**src/rtl/line_clear_if.sv**
```systemverilog
// Request/result bundle between move_piece and line_clear.
interface line_clear_if;
    logic        start;
    logic        touched;
    logic [31:0] board_in;
    logic [31:0] board_out;
    logic [3:0]  lines_cleared;
    logic [7:0]  score;
    logic [1:0]  spawn_type;
    logic [4:0]  spawn_location;
    logic [1:0]  spawn_rotation;
    logic        game_over;
    logic        busy;
    logic        done;

    modport master (
        output start, touched, board_in,
        input  board_out, lines_cleared, score, spawn_type, spawn_location,
               spawn_rotation, game_over, busy, done
    );

    modport slave (
        input  start, touched, board_in,
        output board_out, lines_cleared, score, spawn_type, spawn_location,
               spawn_rotation, game_over, busy, done
    );
endinterface

```
**src/rtl/line_clear.sv**
```systemverilog
// Locks a landed piece, compacts full rows one row per cycle, scores and spawns the next piece.
// Optional LINE_SCORE_EN builds the saturating score accumulator; otherwise score reads 0.
module line_clear (
    input  logic        clka,
    input  logic        reset,
    line_clear_if.slave bus
);
    localparam int unsigned BoardW = 32;
    localparam int unsigned RowW   = 4;
    localparam int unsigned RowIdW = 3;
    localparam int unsigned CntW   = 4;
    localparam int unsigned ScoreW = 8;
    localparam int unsigned LfsrW  = 8;
    localparam logic [LfsrW-1:0] LfsrSeed  = 8'hA5;
    localparam logic [4:0]       SpawnLoc  = 5'd29;

    typedef enum logic [1:0] {S_IDLE, S_SCAN, S_SPAWN, S_DONE} state_e;

    state_e             state_q, state_d;
    logic [BoardW-1:0]  work_q, work_d, board_q, board_d;
    logic [RowIdW-1:0]  row_q, row_d;
    logic [CntW-1:0]    count_q, count_d, lines_q, lines_d;
    logic [LfsrW-1:0]   lfsr_q, lfsr_d;
    logic [1:0]         type_q, type_d, rot_q, rot_d;
    logic [4:0]         loc_q, loc_d;
    logic               over_q, over_d, busy_q, busy_d, done_q, done_d;

    logic [RowW-1:0]    cur_row_c;
    logic [BoardW-1:0]  keep_mask_c, shifted_c;

    // Rows below r stay put; rows above r drop by one and row 7 fills with zero.
    always_comb begin
        cur_row_c   = work_q[{row_q, 2'b00} +: RowW];
        keep_mask_c = (BoardW'(1) << {row_q, 2'b00}) - BoardW'(1);
        shifted_c   = (work_q & keep_mask_c) | ((work_q >> RowW) & ~keep_mask_c);
    end

    always_comb begin
        state_d = state_q;
        work_d  = work_q;
        board_d = board_q;
        row_d   = row_q;
        count_d = count_q;
        lines_d = lines_q;
        lfsr_d  = lfsr_q;
        type_d  = type_q;
        rot_d   = rot_q;
        loc_d   = loc_q;
        over_d  = over_q;
        case (state_q)
            S_IDLE: begin
                if (bus.start && !over_q) begin
                    if (bus.touched) begin
                        work_d  = bus.board_in;
                        row_d   = '0;
                        count_d = '0;
                        state_d = S_SCAN;
                    end else begin
                        board_d = bus.board_in;
                        lines_d = '0;
                        state_d = S_DONE;
                    end
                end
            end
            S_SCAN: begin
                if (cur_row_c == 4'hF) begin
                    work_d  = shifted_c;
                    count_d = count_q + CntW'(1);
                end else if (row_q == RowIdW'(7)) begin
                    state_d = S_SPAWN;
                end else begin
                    row_d = row_q + RowIdW'(1);
                end
            end
            S_SPAWN: begin
                board_d = work_q;
                lines_d = count_q;
                type_d  = lfsr_q[1:0];
                loc_d   = SpawnLoc;
                rot_d   = 2'b00;
                lfsr_d  = {lfsr_q[6:0], lfsr_q[7] ^ lfsr_q[5] ^ lfsr_q[4] ^ lfsr_q[3]};
                if (work_q[31:28] != 4'h0) over_d = 1'b1;
                state_d = S_DONE;
            end
            S_DONE:  state_d = S_IDLE;
            default: state_d = S_IDLE;
        endcase
        busy_d = (state_d != S_IDLE);
        done_d = (state_d == S_DONE);
    end

    always_ff @(posedge clka) begin
        if (reset) begin
            state_q <= S_IDLE;
            work_q  <= '0;
            board_q <= '0;
            row_q   <= '0;
            count_q <= '0;
            lines_q <= '0;
            lfsr_q  <= LfsrSeed;
            type_q  <= '0;
            rot_q   <= '0;
            loc_q   <= '0;
            over_q  <= 1'b0;
            busy_q  <= 1'b0;
            done_q  <= 1'b0;
        end else begin
            state_q <= state_d;
            work_q  <= work_d;
            board_q <= board_d;
            row_q   <= row_d;
            count_q <= count_d;
            lines_q <= lines_d;
            lfsr_q  <= lfsr_d;
            type_q  <= type_d;
            rot_q   <= rot_d;
            loc_q   <= loc_d;
            over_q  <= over_d;
            busy_q  <= busy_d;
            done_q  <= done_d;
        end
    end

`ifdef LINE_SCORE_EN
    logic [ScoreW-1:0] score_q, score_d;
    logic [ScoreW:0]   sum_c;

    // Saturating accumulate of rows cleared.
    always_comb begin
        sum_c   = (ScoreW+1)'(score_q) + (ScoreW+1)'(count_q);
        score_d = score_q;
        if (state_q == S_SPAWN) score_d = sum_c[ScoreW] ? {ScoreW{1'b1}} : sum_c[ScoreW-1:0];
    end

    always_ff @(posedge clka) begin
        if (reset) score_q <= '0;
        else       score_q <= score_d;
    end

    assign bus.score = score_q;
`else
    assign bus.score = ScoreW'(0);
`endif

    assign bus.board_out      = board_q;
    assign bus.lines_cleared  = lines_q;
    assign bus.spawn_type     = type_q;
    assign bus.spawn_location = loc_q;
    assign bus.spawn_rotation = rot_q;
    assign bus.game_over      = over_q;
    assign bus.busy           = busy_q;
    assign bus.done           = done_q;
endmodule

```
**src/flat_wrapper.sv**
```systemverilog
// flat-port wrapper written by rule: the top's interface ports become plain ports
module line_clear_flat 
  (clka, reset, bus_start, bus_touched, bus_board_in, bus_board_out, bus_lines_cleared, bus_score, bus_spawn_type, bus_spawn_location, bus_spawn_rotation, bus_game_over, bus_busy, bus_done);
  line_clear_if bus_i ();
  input  logic clka;
  input  logic reset;
  input wire logic [$bits(bus_i.start)-1:0] bus_start;
  input wire logic [$bits(bus_i.touched)-1:0] bus_touched;
  input wire logic [$bits(bus_i.board_in)-1:0] bus_board_in;
  output wire logic [$bits(bus_i.board_out)-1:0] bus_board_out;
  output wire logic [$bits(bus_i.lines_cleared)-1:0] bus_lines_cleared;
  output wire logic [$bits(bus_i.score)-1:0] bus_score;
  output wire logic [$bits(bus_i.spawn_type)-1:0] bus_spawn_type;
  output wire logic [$bits(bus_i.spawn_location)-1:0] bus_spawn_location;
  output wire logic [$bits(bus_i.spawn_rotation)-1:0] bus_spawn_rotation;
  output wire logic [$bits(bus_i.game_over)-1:0] bus_game_over;
  output wire logic [$bits(bus_i.busy)-1:0] bus_busy;
  output wire logic [$bits(bus_i.done)-1:0] bus_done;
  assign bus_i.start = bus_start;
  assign bus_i.touched = bus_touched;
  assign bus_i.board_in = bus_board_in;
  assign bus_board_out = bus_i.board_out;
  assign bus_lines_cleared = bus_i.lines_cleared;
  assign bus_score = bus_i.score;
  assign bus_spawn_type = bus_i.spawn_type;
  assign bus_spawn_location = bus_i.spawn_location;
  assign bus_spawn_rotation = bus_i.spawn_rotation;
  assign bus_game_over = bus_i.game_over;
  assign bus_busy = bus_i.busy;
  assign bus_done = bus_i.done;
  line_clear u_core (.clka(clka), .reset(reset), .bus(bus_i));
endmodule
```
**config.mk**
```make
export PLATFORM = sky130hd
export DESIGN_NAME = line_clear_flat
export DESIGN_NICKNAME = d
export VERILOG_FILES = /design/src/rtl/line_clear_if.sv /design/src/rtl/line_clear.sv /design/src/flat_wrapper.sv
export SDC_FILE = /design/constraint.sdc
export NUM_CORES = 1
export LEC_CHECK = 0
export CORE_UTILIZATION = 51
export CTS_CLUSTER_DIAMETER = 120
export CTS_CLUSTER_SIZE = 24
export DETAILED_ROUTE_END_ITERATION = 16
export PLACE_DENSITY = 0.8
export SYNTH_ARGS = -nofsm -noshare
export SYNTH_HDL_FRONTEND = slang
export SYNTH_SLANG_ARGS = --single-unit
```
**constraint.sdc**
```tcl
create_clock -name clka -period 5.18 [get_ports clka]
set_input_delay 0.777 -clock clka [delete_from_list [all_inputs] [get_ports clka]]
set_output_delay 0.777 -clock clka [all_outputs]
set_load 0.02 [all_outputs]
```
# Word level (Yosys, flattened, before mapping)
# Index checks and enable logic that the tools add are counted.
# word_totals
ff_bits	91
in_bits	36
output_inout_bits	56
wordCells	71
# op_classes
add_sub_neg	3
n_eq_ne	12
n_shift	2
mux	24
bitwise	7
n_reduce_logical	11
# op_table
op	count
32-bit 2-to-1 mux	5
32-bit case mux with 2 select lines	2
28-bit by 32-bit bitwise AND with 32-bit output	1
32-bit bitwise AND	1
32-bit inverter	1
32-bit OR	1
32-bit by 6-bit variable part select with 4-bit output	1
1-bit by 5-bit left shift with 32-bit output, first input constant	1
32-bit by 2-bit subtractor with 32-bit output, second input constant	1
4-bit 2-to-1 mux	5
4-bit case mux with 2 select lines	2
3-bit 2-to-1 mux	4
2-bit 2-to-1 mux	4
2-bit != test, second input constant	4
2-bit case mux with 4 select lines	1
2-bit == test, second input constant	3
3-bit case mux with 2 select lines	1
2-bit nonzero test	3
5-bit AND reduction	1
4-bit by 1-bit adder with 4-bit output, second input constant	1
4-bit == test, second input constant	1
2-bit by 1-bit != test with 1-bit output, second input constant	2
4-bit AND reduction	1
4-bit nonzero test	1
9 further kinds	11

# Depth between registers and ports, before layout
# depth
ltp_word	7
mapped_depth	9
ltp_nobuf	8

# Least setup slack after synthesis
# No wires, ideal clock.
# synth_timing
kind	input port to flip-flop
from	in bus_start
to	reg (tool-made name)
setup_ns	0.095
t_arrival_ns	1.952
t_required_ns	5.085
path_slack_ns	3.133
cell_stages	7
path_buffers	1
cell_sequence	nor2b_1 a21o_1 nand2_1 clkbuf_1 a21oi_1 o21ai_0 a221oi_1
# synth_lines
item	line_no	rtl
start, declared	flat_wrapper.sv:7	input wire logic [$bits(bus_i.start)-1:0] bus_start;

==> reports/metrics.yaml <==
status: "completed"
hold_path.class: "flip-flop to flip-flop"
slew_headroom_pct: 13.60
cts-root-buf: "clkbuf_8"
cts_buffers: 9
grt_pass1_wl_um: 20200
die_x_um: 95.78
dieArea_mm2: 0.009174
route.detailed.drc: 0
gp_congestion: 0.8733
p_per_area_mw_per_mm2: 339.4
diodes: 0
crit_path_cell_trace: "clkdlybuf4s50_1, nor2b_1, a21o_1, nand2_1, a21oi_2, a221oi_1"
synth-seq-cells: 90
synth_top_area_share_pct: 40.17
rsz0062_at_grt: "false"
yosys_warnings: 0
grt.overflow.total: 0
hold_violations: 0
synth_top_family_by_area: "compound AO/OA/AOI/OAI gates"
ctsResizeCount: 0
irDropWorstVdd_mv: 0.1445
avgRoutedWirePerCell_um: 16.90
antenna_found_initial: 0
cpPeakStageDelay_ns: 1.08
crit_required_ns: 5.33
endpoint_kind: "flip-flop"
cts_setup_buffers: 0
drv_cap: 0
detail_route.vias_per_cell: 6.067
finalMaxSlewViolations: 0
path_max_fanout: 26
grt_max_degree: 55
clk_transition_reported_paths_ns: 0.09
synthFlopType: "dfxtp_1"
dp_hpwl_um: 8511
final_antenna_net_count: 0
fmax_mhz: 310.4
synth_top_cell_by_area: "dfxtp_1"
synth-edff-count: 0
gr-usage-all-layers_pct: 28.20
syn_inst: 570
min_period_ns: 3.222
yosys.area_share.adder_pct: 1.953
cpMaxStageDelayCell: "a21oi_2"
die_height_um: 95.78
drt_wl_total_um: 12280
tns_ns: 0
cts_max_path_buffers: 2
setup_violations: 0
core_mm2: 0.008382
initial_core_util_pct: 53.52
tightest_slew_ns: 1.296
p_leak_nw: 1.992
layout-drive-gt1-share_pct: 5.788
synth_area_leaders: "dfxtp_1, nand2_1, a311oi_1, a221oi_1, nor2_1"
skew_ns: 0.01334
synth_seq_area_share_pct: 40.17
clkSinkCount: 90
crit_arrival_ns: 3.37
synth_area_per_cell_um2: 7.869
yosys.area_share.xor_xnor_pct: 1.172
synth_mux_area_share_pct: 0.9763
syn2layout_area_growth_pct: 21.14
crit_type: "input pin to flip-flop"
insertion_delay_ns: 0.36
cts_tree: "yes"
portBuffers: 80
grt_pass1_vias: 4037
synth_cell_type_count: 55
final_nets: 660
n_fill_cell: 749
firstDrtPassIters: 5
start_kind: "input pin"
yosys.area_share.simple_pct: 20.31
syn_area_mm2: 0.004486
synth_compound_area_share_pct: 25.66
final_util_pct: 64.83
row_count: 33
async_flop_share_pct: 0
hold_buffers: 0
first_iter_violations: 320
htree_levels: 3
vias: 4411
min_period_over_period_pct: 62.20
io_pins: 92
## path summary, 6_finish.rpt
check | slack (ns) | from | to | cells past startpoint
setup / recovery | 1.96 | bus_start | flip-flop | 6
hold / removal | 0.46 | u_core.bus.spawn_type[1] | u_core.bus.spawn_type[1] | 2
setup reg to reg | 2.03 | u_core.row_q[2] | flip-flop | 6
hold reg to reg | 0.46 | u_core.bus.spawn_type[1] | u_core.bus.spawn_type[1] | 2
## worst max-delay path, delay by kind of cell
kind | cells | cell delay, ns
AO/OA/AOI/OAI | 3 | 1.56
buffers and inverters | 1 | 0.47
AND/OR/NAND/NOR | 2 | 0.55
## logic make-up after synthesis
kind of cell / after synthesis
adder cells (fa/ha/maj): 7
multiplexers: 4
buffers and inverters: 92
AO/OA/AOI/OAI: 160
other: 1
AND/OR/NAND/NOR: 210
flip-flops: 90
XOR/XNOR: 6
## power by group
group          internal (mW)  switching [mW]
sequential             0.761          0.0648
combinational          0.179           0.259
clock                  0.323           0.258
## cells in the mapped netlist, types with 2 or more instances
master	count
o22ai_1	16
a21oi_1	32
a31oi_1	11
clkbuf_1	36
nor2_1	47
a211oi_1	2
buf_4	17
nand4_1	4
a221oi_1	23
dfxtp_1	90
xnor2_1	5
buf_6	3
and4_1	2
nand3_1	20
nand2_1	112
buf_2	2
a31o_2	3
o21ai_0	16
nor3_1	4
or4_1	3
o211ai_1	2
nand2b_1	2
o31ai_1	6
ha_1	7
or3_1	4
o221ai_1	2
mux2_2	3
a221o_1	2
nor2b_1	5
a311oi_1	33
inv_1	31
nor4_1	2
## metrics by stage
step	setup WS (ns)	hold slack, ns	power (mW)	cell area [um2]	instances
final	1.958	0.4613	1.844	5434	727
after global routing	1.822	0.4818	1.927	5434	727
after CTS	2.025	0.4650	1.847	5434	727
after detailed placement	1.672	0.4523	1.272	5192	711
after global placement	1.825	0.4422	1.261	5192	711
after floorplan	3.133	0.4321	1.117	4523	580
## placed cells by master, fill, tap and decap left out, types with 16 or more instances in the layout
master / netlist / layout
a21oi_1: 32 / 32
a221oi_1: 23 / 23
a311oi_1: 33 / 33
clkdlybuf4s50_1: 0 / 79
dfxtp_1: 90 / 90
inv_1: 31 / 31
nand2_1: 112 / 111
nand3_1: 20 / 20
nor2_1: 47 / 46
o21ai_0: 16 / 16
o22ai_1: 16 / 16
## layout make-up
type | instances | area, um2 | share of cell area (%)
clock inverter | 6 | 113.9 | 2.095
multi-input combinational | 398 | 2302 | 42.37
tap | 105 | 131.4 | 2.418
timing repair buffer | 85 | 833.3 | 15.34
sequential | 90 | 1802 | 33.16
clock buffer | 10 | 127.6 | 2.349
inverter | 33 | 123.9 | 2.280
## metal layers
| metal | GRT usage [%] | part of all wire, % |
|---|---|---|
| met4 | 7.463 | 0.77 |
| met2 | 46.55 | 48 |
| met5 | 0 | 0 |
| met3 | 3.476 | 5.9 |
| met1 | 38.87 | 45 |
Note: power is estimated with default switching activity, not from simulation.
